===== config.mk =====
export PLATFORM = sky130hd
export DESIGN_NAME = word_byte_serializer
export DESIGN_NICKNAME = d
export VERILOG_FILES = /design/src/rtl/word_byte_serializer.sv
export SDC_FILE = /design/constraint.sdc
export NUM_CORES = 1
export LEC_CHECK = 0
export ABC_AREA = 1
export CAP_MARGIN = 20
export CORE_ASPECT_RATIO = 1.5
export CORE_MARGIN = 3
export CORE_UTILIZATION = 40
export CTS_CLUSTER_DIAMETER = 200
export CTS_CLUSTER_SIZE = 16
export DETAILED_ROUTE_END_ITERATION = 6
export GPL_ROUTABILITY_DRIVEN = 0
export PLACE_DENSITY_LB_ADDON = 0.05
export SLEW_MARGIN = 20
export SYNTH_ARGS = -nofsm -noshare
export SYNTH_HDL_FRONTEND = slang
export SYNTH_SLANG_ARGS = --single-unit

===== constraint.sdc =====
create_clock -name clk -period 1.49 [get_ports clk]
set_input_delay 0.149 -clock clk [delete_from_list [all_inputs] [get_ports clk]]
set_output_delay 0.149 -clock clk [all_outputs]
set_load 0.02 [all_outputs]

===== src/rtl/word_byte_serializer.sv =====
// Serializes a packed word of byte lanes into a byte stream, first byte the cycle after acceptance.
// Holds out_byte/out_last stable under out_ready=0; in_ready rises combinationally on the accepted last beat.
module word_byte_serializer #(
  parameter int NUM_BYTES = 4,
  parameter int BYTE_W    = 8,
  parameter int MSB_FIRST = 0,
  parameter int CNT_W     = 16,
  localparam int WORD_W   = NUM_BYTES * BYTE_W,
  localparam int LEN_W    = $clog2(NUM_BYTES + 1)
) (
  input  logic              clk,
  input  logic              rst_n,
  input  logic              in_valid,
  output logic              in_ready,
  input  logic [WORD_W-1:0] in_word,
  input  logic [LEN_W-1:0]  in_len,
  output logic              out_valid,
  input  logic              out_ready,
  output logic [BYTE_W-1:0] out_byte,
  output logic              out_last,
  output logic              busy,
  output logic              err_len,
  output logic [CNT_W-1:0]  frame_cnt
);

  typedef enum logic {IDLE, SEND} state_t;

  state_t              state;
  logic [WORD_W-1:0]   word_q;
  logic [LEN_W-1:0]    len_q;
  logic [LEN_W-1:0]    index;
  logic                accept;
  logic                in_legal;
  logic                last_fire;

  function automatic logic [BYTE_W-1:0] pick(input logic [WORD_W-1:0] w, input int k);
    return w[k*BYTE_W +: BYTE_W];
  endfunction

  // Lane order flips for MSB_FIRST; only lanes below len are ever selected.
  function automatic int lane_of(input int len, input int idx);
    return (MSB_FIRST != 0) ? (len - 1 - idx) : idx;
  endfunction

  assign last_fire = (state == SEND) && out_valid && out_ready && out_last;
  assign in_ready  = (state == IDLE) || last_fire;
  assign accept    = in_valid && in_ready;
  assign in_legal  = (in_len != '0) && (int'(in_len) <= NUM_BYTES);

  always_ff @(posedge clk or negedge rst_n) begin
    if (!rst_n) begin
      state     <= IDLE;
      word_q    <= '0;
      len_q     <= '0;
      index     <= '0;
      out_valid <= 1'b0;
      out_byte  <= '0;
      out_last  <= 1'b0;
      busy      <= 1'b0;
      err_len   <= 1'b0;
      frame_cnt <= '0;
    end else begin
      err_len <= 1'b0;
      if (last_fire) begin
        frame_cnt <= frame_cnt + 1'b1;
      end
      if (accept) begin
        if (in_legal) begin
          state     <= SEND;
          word_q    <= in_word;
          len_q     <= in_len;
          index     <= '0;
          out_valid <= 1'b1;
          busy      <= 1'b1;
          out_byte  <= pick(in_word, lane_of(int'(in_len), 0));
          out_last  <= (int'(in_len) == 1);
        end else begin
          state     <= IDLE;
          err_len   <= 1'b1;
          out_valid <= 1'b0;
          busy      <= 1'b0;
          out_last  <= 1'b0;
        end
      end else if (state == SEND && out_ready) begin
        if (out_last) begin
          state     <= IDLE;
          out_valid <= 1'b0;
          busy      <= 1'b0;
          out_last  <= 1'b0;
        end else begin
          index    <= index + 1'b1;
          out_byte <= pick(word_q, lane_of(int'(len_q), int'(index) + 1));
          out_last <= (int'(index) + 2 == int'(len_q));
        end
      end
    end
  end

endmodule


Yosys cells after proc, flatten, opt, wreduce, memory -nomap -nowiden
Index checks and enable logic that the tools add are counted.
{"block": "op_classes", "bitwise": 1, "reduce_logical": 11, "n_lt_le_gt_ge": 1, "shift": 1, "mux": 18, "eq_ne": 4, "addsub": 4}
{"cell": "$mux W8", "n": 4}
{"cell": "$shiftx A32 B8 Y8", "n": 1}
{"cell": "$add A16 B1 Y16 const B", "n": 1}
{"cell": "$mux W3", "n": 4}
{"cell": "$mux W1", "n": 10}
{"cell": "$add A3 B1 Y4 const B", "n": 1}
{"cell": "$add A3 B2 Y4 const B", "n": 1}
{"cell": "$eq A4 B3 Y1", "n": 1}
{"cell": "$logic_and A1 B1 Y1", "n": 4}
{"cell": "$ne A2 B1 Y1 const B", "n": 2}
{"cell": "$reduce_and A2 Y1", "n": 2}
{"cell": "$reduce_bool A2 Y1", "n": 2}
{"cell": "$add A3 B1 Y3 const B", "n": 1}
{"cell": "$eq A3 B2 Y1 const B", "n": 1}
{"cell": "$le A3 B3 Y1 const B", "n": 1}
{"cell": "$reduce_and A3 Y1", "n": 1}
{"cell": "$reduce_bool A3 Y1", "n": 1}
{"cell": "$logic_or A1 B1 Y1", "n": 1}
{"cell": "$not A1 Y1", "n": 1}
{"block": "word_totals", "in_bits": 39, "register_bits": 65, "wordCells": 48, "output_inout_bits": 29}

Depth between registers and ports, before layout
{"block": "depth", "ltp_word": 6, "ltp_mapped": 9, "depth_no_buf": 8}

Least setup slack after synthesis
No wires, ideal clock.
{"block": "synth_path", "path_kind": "register to register", "startpoint": "register state", "endpoint": "register out_byte[0]", "required_time_ns": 1.425, "synth_period_minus_slack_ns": 1.464, "t_arrival_ns": 1.399, "setup_time_ns": 0.065, "stages_incl_launch_ff": 9, "n_path_buf": 0, "slack_ns": 0.026, "path_cell_list": "dfrtp_1 inv_1 a21oi_2 inv_1 nand2_1 nand3_1 nand2_1 nand2_1 nand2_1"}
{"block": "synth_via", "elab_chain_len": 6, "word_cells_on_any_way": 10, "cone_classes": "eq/ne (2); mux (1); bitwise (1); reduce/logical (6)"}
{"element": "start: declaration", "line": "28", "source": "state_t state;"}
{"element": "start signal: assignment", "line": "52", "source": "state <= IDLE;"}
{"element": "start signal: assignment", "line": "69", "source": "state <= SEND;"}
{"element": "start signal: assignment", "line": "78", "source": "state <= IDLE;"}
{"element": "$logic_and A1 B1 Y1", "line": "84", "source": "end else if (state == SEND && out_ready) begin"}
{"element": "$logic_and A1 B1 Y1", "line": "45", "source": "assign last_fire = (state == SEND) && out_valid && out_ready && out_last;"}
{"element": "$logic_or A1 B1 Y1 *", "line": "46", "source": "assign in_ready = (state == IDLE) || last_fire;"}
{"element": "via in_ready", "line": "14", "source": "output logic in_ready,"}
{"element": "$logic_and A1 B1 Y1 *", "line": "47", "source": "assign accept = in_valid && in_ready;"}
{"element": "$ne A2 B1 Y1 (no line) / $reduce_bool A2 Y1 (equally long branches)"}
{"element": "$reduce_and A3 Y1 (no line)"}
{"element": "end signal: assignment", "line": "75", "source": "out_byte <= pick(in_word, lane_of(int'(in_len), 0));"}
{"element": "end signal: assignment", "line": "92", "source": "out_byte <= pick(word_q, lane_of(int'(len_q), int'(index) + 1));"}
{"element": "end: declaration", "line": "19", "source": "output logic [BYTE_W-1:0] out_byte,"}
Mark *: on every way through the listed nets, which the timed path passes. The rest lies on a longest branch.
A chain may end at the register's enable or synchronous reset.

Final worst setup path
{"block": "layout_path", "startpoint": "register out_byte[2]", "endpoint": "output out_byte[2]"}
No word-level cell between the ends.

==> tab_implementation.tex <==
\begin{tabular}{lr}
\hline
Metric & Value \\
\hline
\multicolumn{2}{l}{\textbf{Synthesis}} \\
Cells taking the most area after synthesis & sky130\_fd\_sc\_hd\_\_dfrtp\_1 49\%, sky130\_fd\_sc\_hd\_\_nand2\_1 19\%, sky130\_fd\_sc\_hd\_\_inv\_1 6.3\%, sky130\_fd\_sc\_hd\_\_nand3\_1 5.7\%, sky130\_fd\_sc\_hd\_\_nor2\_1 5.0\% \\
Warning count from the yosys run & 0 \\
Mean post-synth cell area & 7.45 um2 \\
Gate Count Post-Synth & 391 \\
Count of different cell masters after synthesis & 25 \\
Compound-gate portion of the synthesized area & 0.0481 \\
Post-synthesis cell area & 0.00291 mm2 \\
Dominant combinational cell family by area after synthesis & simple AND/OR/NAND/NOR gates \\
Post-Synth Simple-Gate Area & 0.330 \\
Net Count, Synth & 433 \\
Leading area contributor after synthesis & sky130\_fd\_sc\_hd\_\_dfrtp\_1 \\
Post-synthesis share of cell area spent on xor and xnor gates & 0.0331 \\
Proportion of synthesized chip area in sequential cells & 0.490 \\
Register bit count reported by yosys & 57 \\
Fraction of synthesized area in multiplexers & 0 \\
Arithmetic-cell share of the synthesized area counting full adders, half adders and majority gates & 0.0129 \\
Area share of the leading cell type in the synthesized netlist & 0.490 \\
\multicolumn{2}{l}{\textbf{Timing}} \\
Slew margin rel. & 0.791 \\
Number of pins exceeding their max-slew limit in the final report & 0 \\
Tmin final & 1.43 ns \\
Worst slew pin tran & 0.313 ns \\
Worst-case clock skew & 0.00900 ns \\
Final period util & 0.962 \\
Hold Vio Cnt, Final & 0 \\
Max Clock Freq & 698 MHz \\
Setup repair after global routing missed its margin & true \\
Final setup vio count & 0 \\
Total Negative Setup Slacks & 0 ns \\
\multicolumn{2}{l}{\textbf{Critical path}} \\
Required arrival time at the worst endpoint & 1.34 ns \\
CP max-delay cell & sky130\_fd\_sc\_hd\_\_clkdlybuf4s50\_1 \\
Critical path arrival & 1.28 ns \\
Kind of launch point of the worst setup path & flop \\
Capturing instance or port of the critical path & out\_byte[2] \\
CP top delay family & buffers and inverters \\
Setup crit start & out\_byte[2] \\
Logic depth of the worst setup path including buffers & 1 \\
Series of cell instances along the critical path & clkdlybuf4s50\_1 \\
Worst path buffer plus inverter count & 1 \\
R2r worst-path depth & 9 \\
Worst flop-to-flop path endpoint & out\_byte[5] \\
Worst setup path class & reg -> out \\
Worst reg2reg path startpoint & state \\
Flop-to-flop setup slack & 0.09 ns \\
Critical Path Max Stage Delay & 0.61 ns \\
Max FO, Critical Path & 2 \\
Kind of end point of the critical path & output pin \\
\multicolumn{2}{l}{\textbf{Die}} \\
Count of standard-cell rows & 37 \\
Die area & 0.00836 mm2 \\
Die Ht & 111 um \\
Top Ports & 68 \\
Die width & 75.7 um \\
Initial core utilization & 0.419 \\
Floorplan Core Area & 0.00694 mm2 \\
\multicolumn{2}{l}{\textbf{Power and ir drop}} \\
Leakage power & 2.27 nW \\
Pwr per Cell Area & 1810 mW/mm2 \\
Peak supply drop & 0.843 mV \\
Power Total & 7.41 mW \\
\multicolumn{2}{l}{\textbf{Clock network}} \\
Buffer type at the clock tree root & sky130\_fd\_sc\_hd\_\_clkbuf\_8 \\
Insertion delay to the later sink of the worst-skew pair & 0.33 ns \\
Number of CTS-inserted buffers & 9 \\
Clock tree from TritonCTS & yes \\
Clock input transition at the sequential cells of the worst setup and hold paths & 0.07 ns \\
CTS H-tree lvls & 3 \\
Maximum number of buffers from clock root to sink & 2 \\
Total clock sinks & 57 \\
\multicolumn{2}{l}{\textbf{Finish}} \\
Commonest non-fill, non-tap cells in the layout & 147 x sky130\_fd\_sc\_hd\_\_nand2\_1, 56 x sky130\_fd\_sc\_hd\_\_dfrtp\_1, 47 x sky130\_fd\_sc\_hd\_\_inv\_1 \\
Leading cell type in the layout, fill and taps excluded & sky130\_fd\_sc\_hd\_\_nand2\_1 \\
Number of filler instances in the final layout & 657 \\
Antenna diode count & 0 \\
Proportion of layout cells with a drive suffix above 1 & 0.126 \\
Final non-filler cell total & 571 \\
Area Growth Syn to Fin & 40.7\% \\
Net total in the final layout & 531 \\
\multicolumn{2}{l}{\textbf{Flow run}} \\
Number of violations of the max-capacitance limit & 0 \\
\multicolumn{2}{l}{\textbf{Global routing}} \\
Vias in the first global route & 2618 \\
Initial antenna violation count & 0 \\
Total Routing Usage GR & 0.186 \\
Remaining global-route overflow & 0 \\
Wire length of the first global-routing pass & 11800 um \\
Pin count of the biggest net entering global routing & 58 \\
\multicolumn{2}{l}{\textbf{Detailed routing}} \\
DRC violation count after routing & 0 \\
Initial detailed-routing violation count & 166 \\
First-pass detailed-route iteration total & 5 \\
Final wirelength & 7350 um \\
Drt wl/cell & 12.9 um \\
Post-detailed-route count of antenna-violating nets & 0 \\
DR vias & 2675 \\
Vias per inst & 4.68 \\
\multicolumn{2}{l}{\textbf{Placed design}} \\
Number of buffers inserted by port buffering & 67 \\
Number of cells in the design after placement & 553 \\
Placed wire-length estimate after detailed placement & 5450 um \\
\multicolumn{2}{l}{\textbf{Worst hold path}} \\
Worst Hold Class & in -> async \\
\multicolumn{2}{l}{\textbf{Status}} \\
Run status & complete, no violations \\
\hline
\end{tabular}
## registers in the layout, indices dropped and copies added (netlist names)
name / cells
out_last: 1
len_q: 3
state: 1
err_len: 1
frame_cnt: 16
out_byte: 8
index: 3
word_q: 24
## metrics by stage
stage	cell area [um2]	worst slack (ns)	util	hold slack, ns
global placement	3860	-0.295	0.555	0.179
CTS	4040	0.00889	0.582	0.348
floorplan	2910	0.0258	-	-0.147
detailed placement	3860	-0.281	0.555	0.177
finish	4100	0.0563	0.590	0.331
global route	4100	-0.0397	0.590	0.368
## cells by family after synthesis
group,after synthesis
AOI/OAI and AO/OA,25
DFF,57
adders and majority gates,3
buffers and inverters,62
xor gates and xnor gates,11
and+or+nand+nor,233
## routing by layer
metal / GRT usage / up-vias / part of all wire
li1: - / 1398 / -
met1: 0.219 / 1195 / 0.40
met2: 0.318 / 71 / 0.54
met3: 0.0446 / 11 / 0.038
met4: 0.0642 / 0 / 0.019
met5: 0 / - / 0
## where the power goes
| part | total, mW | switching [mW] | leakage (nW) | internal, mW |
|---|---|---|---|---|
| Sequential | 2.50 | 0.348 | 0.696 | 2.16 |
| Clock | 1.44 | 0.595 | 0.102 | 0.849 |
| Combinational | 3.47 | 2.02 | 1.47 | 1.45 |
## cell usage after synthesis
cell type                    n
sky130_fd_sc_hd__a21oi_4     1
sky130_fd_sc_hd__nand4_1     5
sky130_fd_sc_hd__clkinv_1    1
sky130_fd_sc_hd__o21ai_0     4
sky130_fd_sc_hd__a21oi_1    17
sky130_fd_sc_hd__nand3_2     1
sky130_fd_sc_hd__buf_6       1
sky130_fd_sc_hd__nand2_1   147
sky130_fd_sc_hd__nand3_1    33
sky130_fd_sc_hd__nor2_4      2
sky130_fd_sc_hd__nor3_1      3
sky130_fd_sc_hd__inv_1      49
sky130_fd_sc_hd__nor2_1     39
sky130_fd_sc_hd__dfrtp_1    57
sky130_fd_sc_hd__buf_2       5
sky130_fd_sc_hd__clkbuf_1    5
sky130_fd_sc_hd__a21oi_2     1
sky130_fd_sc_hd__xnor2_1     4
sky130_fd_sc_hd__nand2_2     1
sky130_fd_sc_hd__xor2_1      7
sky130_fd_sc_hd__o21ai_1     2
sky130_fd_sc_hd__buf_4       1
sky130_fd_sc_hd__nor2_2      1
sky130_fd_sc_hd__ha_1        3
sky130_fd_sc_hd__nand3b_1    1
## how the worst min path moves through the flow
stage,end,depth (start not counted),from,slack [ns]
after detailed placement,frame_cnt[6],2,rst_n,0.18
after floorplan,err_len,0,rst_n,-0.15
after global placement,frame_cnt[6],2,rst_n,0.18
after CTS,frame_cnt[6],3,rst_n,0.35
final,frame_cnt[7],3,rst_n,0.33
after global routing,frame_cnt[6],3,rst_n,0.37
## repair_timing
action                                 4_1_cts  5_1_grt
buffers inserted                             0        1
pin swaps                                    0        4
resized for setup                           22       19
gates cloned                                 0        1
setup endpoints to repair                   20       19
hold buffers                                 1        0
endpoints found under the hold margin       57        0
## final cells by class
class / instances / area (um2) / share of cell area
inverters: 50 / 188 / 0.0458
flip-flops and latches: 57 / 1430 / 0.348
clock inverters: 3 / 40.0 / 0.00977
multi-input cells: 273 / 1280 / 0.311
repair buffers: 98 / 913 / 0.223
clock buffers: 12 / 155 / 0.0379
well taps: 78 / 97.6 / 0.0238
(Power assumes the default switching activity.)
